### src/rtl/switch_reader.sv
// switch_reader: synchronises and debounces 8 active-low switches, emits
// per-bit press/release pulses and queues each accepted edge as a 4-bit
// event code ({press, index}) in a small show-ahead FIFO.
module switch_reader #(
  parameter int unsigned CLK_HZ         = 12090000,
  parameter int unsigned TICK_HZ        = 1000,
  parameter int unsigned DEBOUNCE_TICKS = 20,
  parameter int unsigned FIFO_DEPTH     = 4
) (
  input  logic       clk,
  input  logic       rst,
  input  logic [7:0] sw_n,
  output logic [7:0] sw_level,
  output logic [7:0] press_pulse,
  output logic [7:0] release_pulse,
  output logic       evt_valid,
  output logic [3:0] evt_data,
  input  logic       evt_ready,
  output logic       overflow
);

  localparam int unsigned TICK_DIV = CLK_HZ / TICK_HZ;
  localparam int unsigned TICK_W   = $clog2(TICK_DIV);
  localparam int unsigned PTR_W    = $clog2(FIFO_DEPTH);

  localparam logic [TICK_W-1:0] TICK_LAST     = TICK_W'(TICK_DIV - 1);
  localparam logic [7:0]        DB_LAST       = 8'(DEBOUNCE_TICKS - 1);
  localparam logic [PTR_W:0]    FIFO_FULL_CNT = (PTR_W + 1)'(FIFO_DEPTH);

  logic [7:0]        sync1;
  logic [7:0]        sync2;
  logic [TICK_W-1:0] tick_cnt;
  logic              tick;
  logic [7:0]        db_cnt [8];

  logic [7:0]        pend_valid;
  logic [7:0]        pend_type;
  logic [2:0]        grant_idx;
  logic              any_pend;
  logic              push;
  logic [7:0]        grant_vec;

  logic [3:0]        fifo_mem [FIFO_DEPTH];
  logic [PTR_W-1:0]  wr_ptr;
  logic [PTR_W-1:0]  rd_ptr;
  logic [PTR_W:0]    count;
  logic              fifo_full;
  logic              pop;

  // Two-flop synchroniser on the inverted pins; reset means "released".
  always_ff @(posedge clk) begin
    if (rst) begin
      sync1 <= '0;
      sync2 <= '0;
    end else begin
      sync1 <= ~sw_n;
      sync2 <= sync1;
    end
  end

  // Free-running sample-rate divider; tick marks its last count.
  always_ff @(posedge clk) begin
    if (rst) begin
      tick_cnt <= '0;
    end else if (tick) begin
      tick_cnt <= '0;
    end else begin
      tick_cnt <= tick_cnt + 1'b1;
    end
  end

  assign tick = (tick_cnt == TICK_LAST);

  // Per-bit debounce: a change is accepted after consecutive differing samples.
  always_ff @(posedge clk) begin
    if (rst) begin
      sw_level      <= '0;
      press_pulse   <= '0;
      release_pulse <= '0;
      for (int i = 0; i < 8; i++) begin
        db_cnt[i] <= '0;
      end
    end else begin
      press_pulse   <= '0;
      release_pulse <= '0;
      if (tick) begin
        for (int i = 0; i < 8; i++) begin
          if (sync2[i] == sw_level[i]) begin
            db_cnt[i] <= '0;
          end else if (db_cnt[i] == DB_LAST) begin
            sw_level[i]      <= sync2[i];
            db_cnt[i]        <= '0;
            press_pulse[i]   <= sync2[i];
            release_pulse[i] <= ~sync2[i];
          end else begin
            db_cnt[i] <= db_cnt[i] + 8'd1;
          end
        end
      end
    end
  end

  // Lowest-index pending entry wins; it is written only if the FIFO has room.
  always_comb begin
    grant_idx = 3'd0;
    any_pend  = 1'b0;
    for (int i = 7; i >= 0; i--) begin
      if (pend_valid[i]) begin
        grant_idx = 3'(i);
        any_pend  = 1'b1;
      end
    end
    push      = any_pend && !fifo_full;
    grant_vec = '0;
    if (push) begin
      grant_vec[grant_idx] = 1'b1;
    end
  end

  // Pending slots; an opposite edge arriving on an unsent entry cancels both.
  always_ff @(posedge clk) begin
    if (rst) begin
      pend_valid <= '0;
      pend_type  <= '0;
      overflow   <= 1'b0;
    end else begin
      for (int i = 0; i < 8; i++) begin
        if (press_pulse[i] || release_pulse[i]) begin
          if (pend_valid[i] && !grant_vec[i]) begin
            pend_valid[i] <= 1'b0;
            overflow      <= 1'b1;
          end else begin
            pend_valid[i] <= 1'b1;
            pend_type[i]  <= press_pulse[i];
          end
        end else if (grant_vec[i]) begin
          pend_valid[i] <= 1'b0;
        end
      end
    end
  end

  assign fifo_full = (count == FIFO_FULL_CNT);
  assign evt_valid = (count != '0);
  assign pop       = evt_valid && evt_ready;

  // FIFO pointers and occupancy; full is judged before this cycle's pop.
  always_ff @(posedge clk) begin
    if (rst) begin
      wr_ptr <= '0;
      rd_ptr <= '0;
      count  <= '0;
    end else begin
      if (push) begin
        wr_ptr <= wr_ptr + 1'b1;
      end
      if (pop) begin
        rd_ptr <= rd_ptr + 1'b1;
      end
      unique case ({push, pop})
        2'b10:   count <= count + 1'b1;
        2'b01:   count <= count - 1'b1;
        default: count <= count;
      endcase
    end
  end

  // FIFO storage; contents are don't-care until written.
  always_ff @(posedge clk) begin
    if (push) begin
      fifo_mem[wr_ptr] <= {pend_type[grant_idx], grant_idx};
    end
  end

  // Show-ahead head, forced to zero while empty.
  always_comb begin
    evt_data = 4'h0;
    if (evt_valid) begin
      evt_data = fifo_mem[rd_ptr];
    end
  end

endmodule
### config.mk
export PLATFORM = sky130hd
export DESIGN_NAME = switch_reader
export DESIGN_NICKNAME = d
export VERILOG_FILES = /design/src/rtl/switch_reader.sv
export SDC_FILE = /design/constraint.sdc
export NUM_CORES = 1
export LEC_CHECK = 0
export CAP_MARGIN = 20
export CORE_MARGIN = 2
export CORE_UTILIZATION = 42
export CTS_BUF_LIST = sky130_fd_sc_hd__clkbuf_8
export CTS_CLUSTER_SIZE = 28
export DETAILED_ROUTE_END_ITERATION = 10
export GPL_TIMING_DRIVEN = 0
export PLACE_DENSITY = 0.57
export SLEW_MARGIN = 20
export SYNTH_ARGS = -nofsm -noshare
export SYNTH_HDL_FRONTEND = slang
export SYNTH_SLANG_ARGS = --single-unit
### constraint.sdc
create_clock -name clk -period 3.64 [get_ports clk]
set_input_delay 0.728 -clock clk [delete_from_list [all_inputs] [get_ports clk]]
set_output_delay 0.728 -clock clk [all_outputs]
set_load 0.01 [all_outputs]
=== Word level (Yosys, flattened, before mapping) ===
Memories as Yosys holds them, arrays and structs flattened. A register that Yosys moved wholly into a read port is not among the register bits.
Cells that the tools add are included.

* Add/sub/neg operators: 13
* $mul: 0
* Div/mod/pow operators: 0
* $lt $le $gt $ge: 2
* Equal/unequal tests: 20
* Shift operators: 0
* Muxes and demuxes: 206
* Bitwise operators: 58
* Reductions and logical operators: 63

{| class="wikitable"
|+ Operator list
! kind !! number
|-
| 8-bit 2-to-1 mux || 25
|-
| 1-bit 2-to-1 mux || 167
|-
| 8-bit by 1-bit adder with 8-bit output, second input constant || 8
|-
| 8-bit by 5-bit == test with 1-bit output, second input constant || 8
|-
| 1-bit NOT || 33
|-
| 4-bit OR reduction || 8
|-
| 3-bit 2-to-1 mux || 8
|-
| 1-bit bitwise OR || 24
|-
| 3-bit AND reduction || 8
|-
| 2-bit nonzero test || 9
|-
| 2-bit AND reduction || 8
|-
| 14-bit by 1-bit adder with 14-bit output, second input constant || 1
|-
| 14-bit == test, second input constant || 1
|-
| 1-bit logical AND || 11
|-
| 1-bit logical NOT || 9
|-
| 1-bit == test || 8
|-
| 1-bit logical OR || 8
|-
| 8-bit NOT || 1
|-
| 3-bit one-hot mux with 2 select lines || 1
|-
| 2-bit by 1-bit adder with 2-bit output, second input constant || 2
|-
| 3-bit by 4-bit < comparator with 1-bit output, second input constant || 1
|-
| 2-bit 2-to-1 mux || 2
|-
| 4-bit 2-to-1 mux || 1
|-
| 3-bit by 1-bit adder with 3-bit output, second input constant || 1
|-
| 9 further kinds || 9
|}

* Bits in registers: 78
* Bits in latches: 0
* RAM bits: 80
* Bits in read-only memories: 0
* Bits of input ports: 11
* Output and inout port bits: 30
* Logic and storage cells: 411
* Memories: 2

{| class="wikitable"
|+ Memories
! name !! depth !! bits a word !! rd ports !! clocked after Yosys merged registers in !! wr ports !! RTL line !! text
|-
| db_cnt || 8 || 8 || 8 || 0 || 8 || 34 || <nowiki>logic [7:0] db_cnt [8];</nowiki>
|-
| fifo_mem || 4 || 4 || 1 || 1 || 1 || 43 || <nowiki>logic [3:0] fifo_mem [FIFO_DEPTH];</nowiki>
|}

=== Longest topological paths before layout ===
* Depth in word-level cells: 32
* Gate-level depth with buffers: 10
* Gate-level depth less buffers: 10

=== Worst setup path after synthesis ===
No wires, ideal clock.

* Kind: register to register
* From: register tick_cnt[2]
* To: memory db_cnt[0][0], enable pin
* Setup time: 396 ps
* Arrival: 2421 ps
* Required time: 3244 ps
* Path slack: 823 ps
* Stages on the path, launching flop included: 8
* Buffers on the path: 3
* Clock period less this slack: 2817 ps
* Cell sequence: dfxtp_1 > nor4_2 > nand3_2 > or3_1 > buf_6 > buf_6 > nand2b_1 > buf_2

{| class="wikitable"
|+ RTL lines
! element !! RTL line !! text
|-
| start: declaration || 32 || <nowiki>logic [TICK_W-1:0] tick_cnt;</nowiki>
|-
| start signal: assignment || 68 || <nowiki>tick_cnt <= tick_cnt + 1'b1;</nowiki>
|-
| end: declaration || 34 ||
|}

==> summary by stage <==
Outcome
The run finished with clean final reports.

Die
The number of top-level pins is 41. The die covers 0.01773 sq mm. The initial standard-cell utilization of the core is 0.4255. The floorplan row count is 47.

The overall die width is 133.2 microns. The die is 133.2 microns tall. The core footprint is 0.01647 sq mm.

Clock tree
The number of buffers inserted by post-CTS setup repair is 0. The clock sink count is 160. The clock network latency to the later pin of the worst-skew pair is 460 ps.

The maximum level of the CTS H-tree is 4. The number of clock buffers added by TritonCTS is 17. The post-cts hold buffer count is 0.

The clock root buffer is sky130_fd_sc_hd__clkbuf_8. Counting along the longest clock path gives a buffer depth of 2. The clock input transition at the sequential cells of the worst setup and hold paths is 90 ps. TritonCTS built the clock tree. After clock tree synthesis, the repair step resized 0 gates.

Drt
The total length of routed wires is 13460 microns. For this block, the initial DRC count from the detailed router was 252. The first TritonRoute pass finished after 4 iterations. The mean number of vias per cell is 5.065. The total met3 wirelength after detailed routing is 428 microns.

The top metal layer carrying routed signals is met4. For this run, design rule violations remaining after detail routing come to 0. Across all layers, the routed design uses 4776 vias. In the final routed layout, each cell accounts on average for 14.28 microns. Wire segments on met2 add up to 6497 microns in the final route. In the final routing, the length of wire on met1 measures 6308 microns.

Once detail routing completed, the nets flagged for antenna violations numbered 0.

Yosys
The number of storage elements in the synthesis netlist is 160. In this run, synthesis inferred 80 flip-flops with an integrated enable. The flip-flop cell with the highest count after synthesis is sky130_fd_sc_hd__edfxtp_1.

The count of yosys warnings during synthesis is 0. The post-synthesis cell type count is 48. In the synthesized netlist the async set-or-reset flop fraction comes to 0.

Counting instances in the post-synthesis netlist gives the leading cell types as 119 x sky130_fd_sc_hd__nor2_1, 80 x sky130_fd_sc_hd__dfxtp_1, 80 x sky130_fd_sc_hd__edfxtp_1, 49 x sky130_fd_sc_hd__xor2_1. The dominant cell type by area after synthesis is sky130_fd_sc_hd__edfxtp_1. In the post-synthesis netlist, the biggest area contributors are sky130_fd_sc_hd__edfxtp_1 34%, sky130_fd_sc_hd__dfxtp_1 23%, sky130_fd_sc_hd__nor2_1 6.4%. Of the post-synthesis cell area, the dominant cell type holds 0.3429. Synthesis produced a netlist with a net count of 678. The sequential area share after synthesis is 0.5715. The summed instance area of the synthesized netlist is 0.007005 sq mm. Synthesis produced 651 cells. The synthesized area divided by synthesized cell count is 10.76 sq um. Yosys instantiated no cell more often than sky130_fd_sc_hd__nor2_1.

Timing
The fmax is 355.6 MHz. The max-slew violation count was 0. The smallest clock period supported by the final layout is computed as 2813 ps.

The number of endpoints with negative hold slack in the final report is 0. Headroom to the max-slew limit came out at 0.4343. The transition time of the tightest slew-check pin is 838.0 ps. The setup-violating endpoint count in the final report is 0. Setup total negative slack on the finished layout was measured at 0 ps. Setup repair after global routing left no endpoint under its margin.

The share of the clock period used by the worst path after layout is 0.7727. On the final layout, the worst clock skew is 11.99 ps.

Global routing
The final global-route overflow total is 0. The via count of the first global-routing pass came to 4685. The maximum number of pins on one net before global-route repair is 42. The total routing usage reported by global routing is 0.1628. The first global-routing pass estimated 22800 microns of wire.

The number of antenna violations at the first check in global routing is 0.

Power and ir drop
The power density of the placed cells is 447.0 mW/mm^2. Of the total power, registers draw 0.540. The switching portion of total power is 0.2095. The analysis attributes to net switching a power of 765.6 uW. The total leakage power is 2.821 nW. Of the total power, combinational logic draws 0.034. VDD sags by at most 0.0002411 V. The clock share of power is 0.426. The internal power of the cells is 2.890 mW.

Placement
The congestion estimate from routability-driven global placement came to 0.8140. The count of buffers inserted at the top-level ports is 39. In this run the cell area measured after placement is 0.007694 sq mm. After legalization and detailed placement, the total HPWL measured 9536 microns.

Critical path
The critical path goes through mux4_2, and2_1, clkdlybuf4s50_1. The endpoint kind of the worst setup timing path is a primary output. STA puts the critical path data required time at 2910 ps. The number of buffers and inverters on the critical path is 1. The cell at the slowest stage of the critical path is sky130_fd_sc_hd__mux4_2. STA puts the critical path data arrival time at 2080 ps. The setup path with the least slack is of type register to primary output. Along the worst path, the maximum fanout reaches 4. On the critical path the largest part of the delay comes from multiplexers.

The critical path launch point type is a register. The peak per-stage delay on the critical path is 530 ps.

Flow run
The total of max-cap violations is 0.

Worst hold path
The class of the tightest hold or removal check is register to register.

Layout
The antenna cell count is 0. The number of nets in the layout is 737. The area of all placed cells without fillers is 0.008177 sq mm. The share of final-layout standard cells stronger than drive strength 1 is 0.07192.

The area growth from synthesis to layout is 16.72%.
-- worst reg2reg max path, stage by stage, from the launching register on --
cell and delay, ps:
sky130_fd_sc_hd__dfxtp_1 360, sky130_fd_sc_hd__nor4_2 310, sky130_fd_sc_hd__nand3_2 150, sky130_fd_sc_hd__or3_1 380
sky130_fd_sc_hd__buf_6 150, sky130_fd_sc_hd__buf_6 140, sky130_fd_sc_hd__nand2b_1 190, sky130_fd_sc_hd__buf_4 450
sky130_fd_sc_hd__buf_12 300
-- final cells by class --
cell class / count / area (sq um)
tap: 220 / 275.3
multi-input combinational: 448 / 2806
timing repair buffer: 40 / 410.4
clock inverter: 14 / 235.2
fill: 1525 / 8289
clock buffer: 18 / 247.7
sequential: 160 / 4004
buffer: 12 / 81.33
inverter: 31 / 116.4
-- final timing paths --
path | start | to | slack [ps] | depth (start not counted)
max reg2reg | tick_cnt[2] | db_cnt[0][28] | 870 | 8
min | sync1[2] | sync2[2] | 430 | 1
min reg2reg | sync1[2] | sync2[2] | 430 | 1
max | register | evt_data[3] | 830 | 3
-- layer usage --
metal	GRT usage	up-vias
met5	0	-
met4	0.05969	0
li1	-	2407
met3	0.04148	19
met1	0.2078	2292
met2	0.2691	58
-- layout by cell type (no fill, tap or decap), drive strengths merged, types with 2 or more instances in the layout --
cell	instances
xor2	49
and3	4
o21a	4
nor4b	8
nand3	32
or4	5
and2	16
mux4	5
nand2b	4
a22oi	5
nor2	119
o21ai	25
nor4	13
ha	15
clkbuf	22
nand4	15
and3b	2
clkdlybuf4s50	39
xnor2	23
nand4b	2
bufinv	6
edfxtp	80
nor2b	9
nand2	31
nor3	7
or3	20
a21oi	21
dfxtp	80
buf	9
clkinv	3
inv	35
-- logic make-up after synthesis --
logic type                 share of synthesized area
and+or+nand+nor                               0.2115
DFF                                           0.5715
xor gates and xnor gates                     0.09002
AOI/OAI and AO/OA                            0.05037
buffers and inverters                        0.02786
adders and majority gates                    0.02965
muxes                                        0.01911
-- power by group through the flow --
stage | clock, mW | sequential [mW] | combinational (mW)
2_1_floorplan | 0 | 2.01 | 0.0888
3_3_place_gp | 0 | 2.02 | 0.119
5_1_grt | 1.67 | 1.98 | 0.140
4_1_cts | 1.60 | 1.97 | 0.124
3_5_place_dp | 0 | 2.02 | 0.123
6_report | 1.56 | 1.97 | 0.123
-- metrics by stage --
step / total power, mW / util / worst slack [ps] / hold WS [ps] / instances
floorplan: 2.094 / - / 822.6 / 413.8 / 651
global placement: 2.134 / 0.4659 / 250.8 / 418.6 / 910
detailed placement: 2.138 / 0.4672 / 839.6 / 427.3 / 911
CTS: 3.694 / 0.4966 / 777.6 / 443.0 / 943
global route: 3.792 / 0.4966 / 677.9 / 465.1 / 943
finish: 3.655 / 0.4966 / 827.5 / 433.6 / 943
-- state kept, by name, indices dropped and copies added (netlist names), 2 cells and up, named ones only --
register and cells:
release_pulse 8, db_cnt 64, rd_ptr 2, pend_type 8
sync1 8, fifo_mem 16, sync2 8, wr_ptr 2
pend_valid 8, sw_level 8, tick_cnt 14, press_pulse 8
count 3
Power figures use the tool's default switching activity.
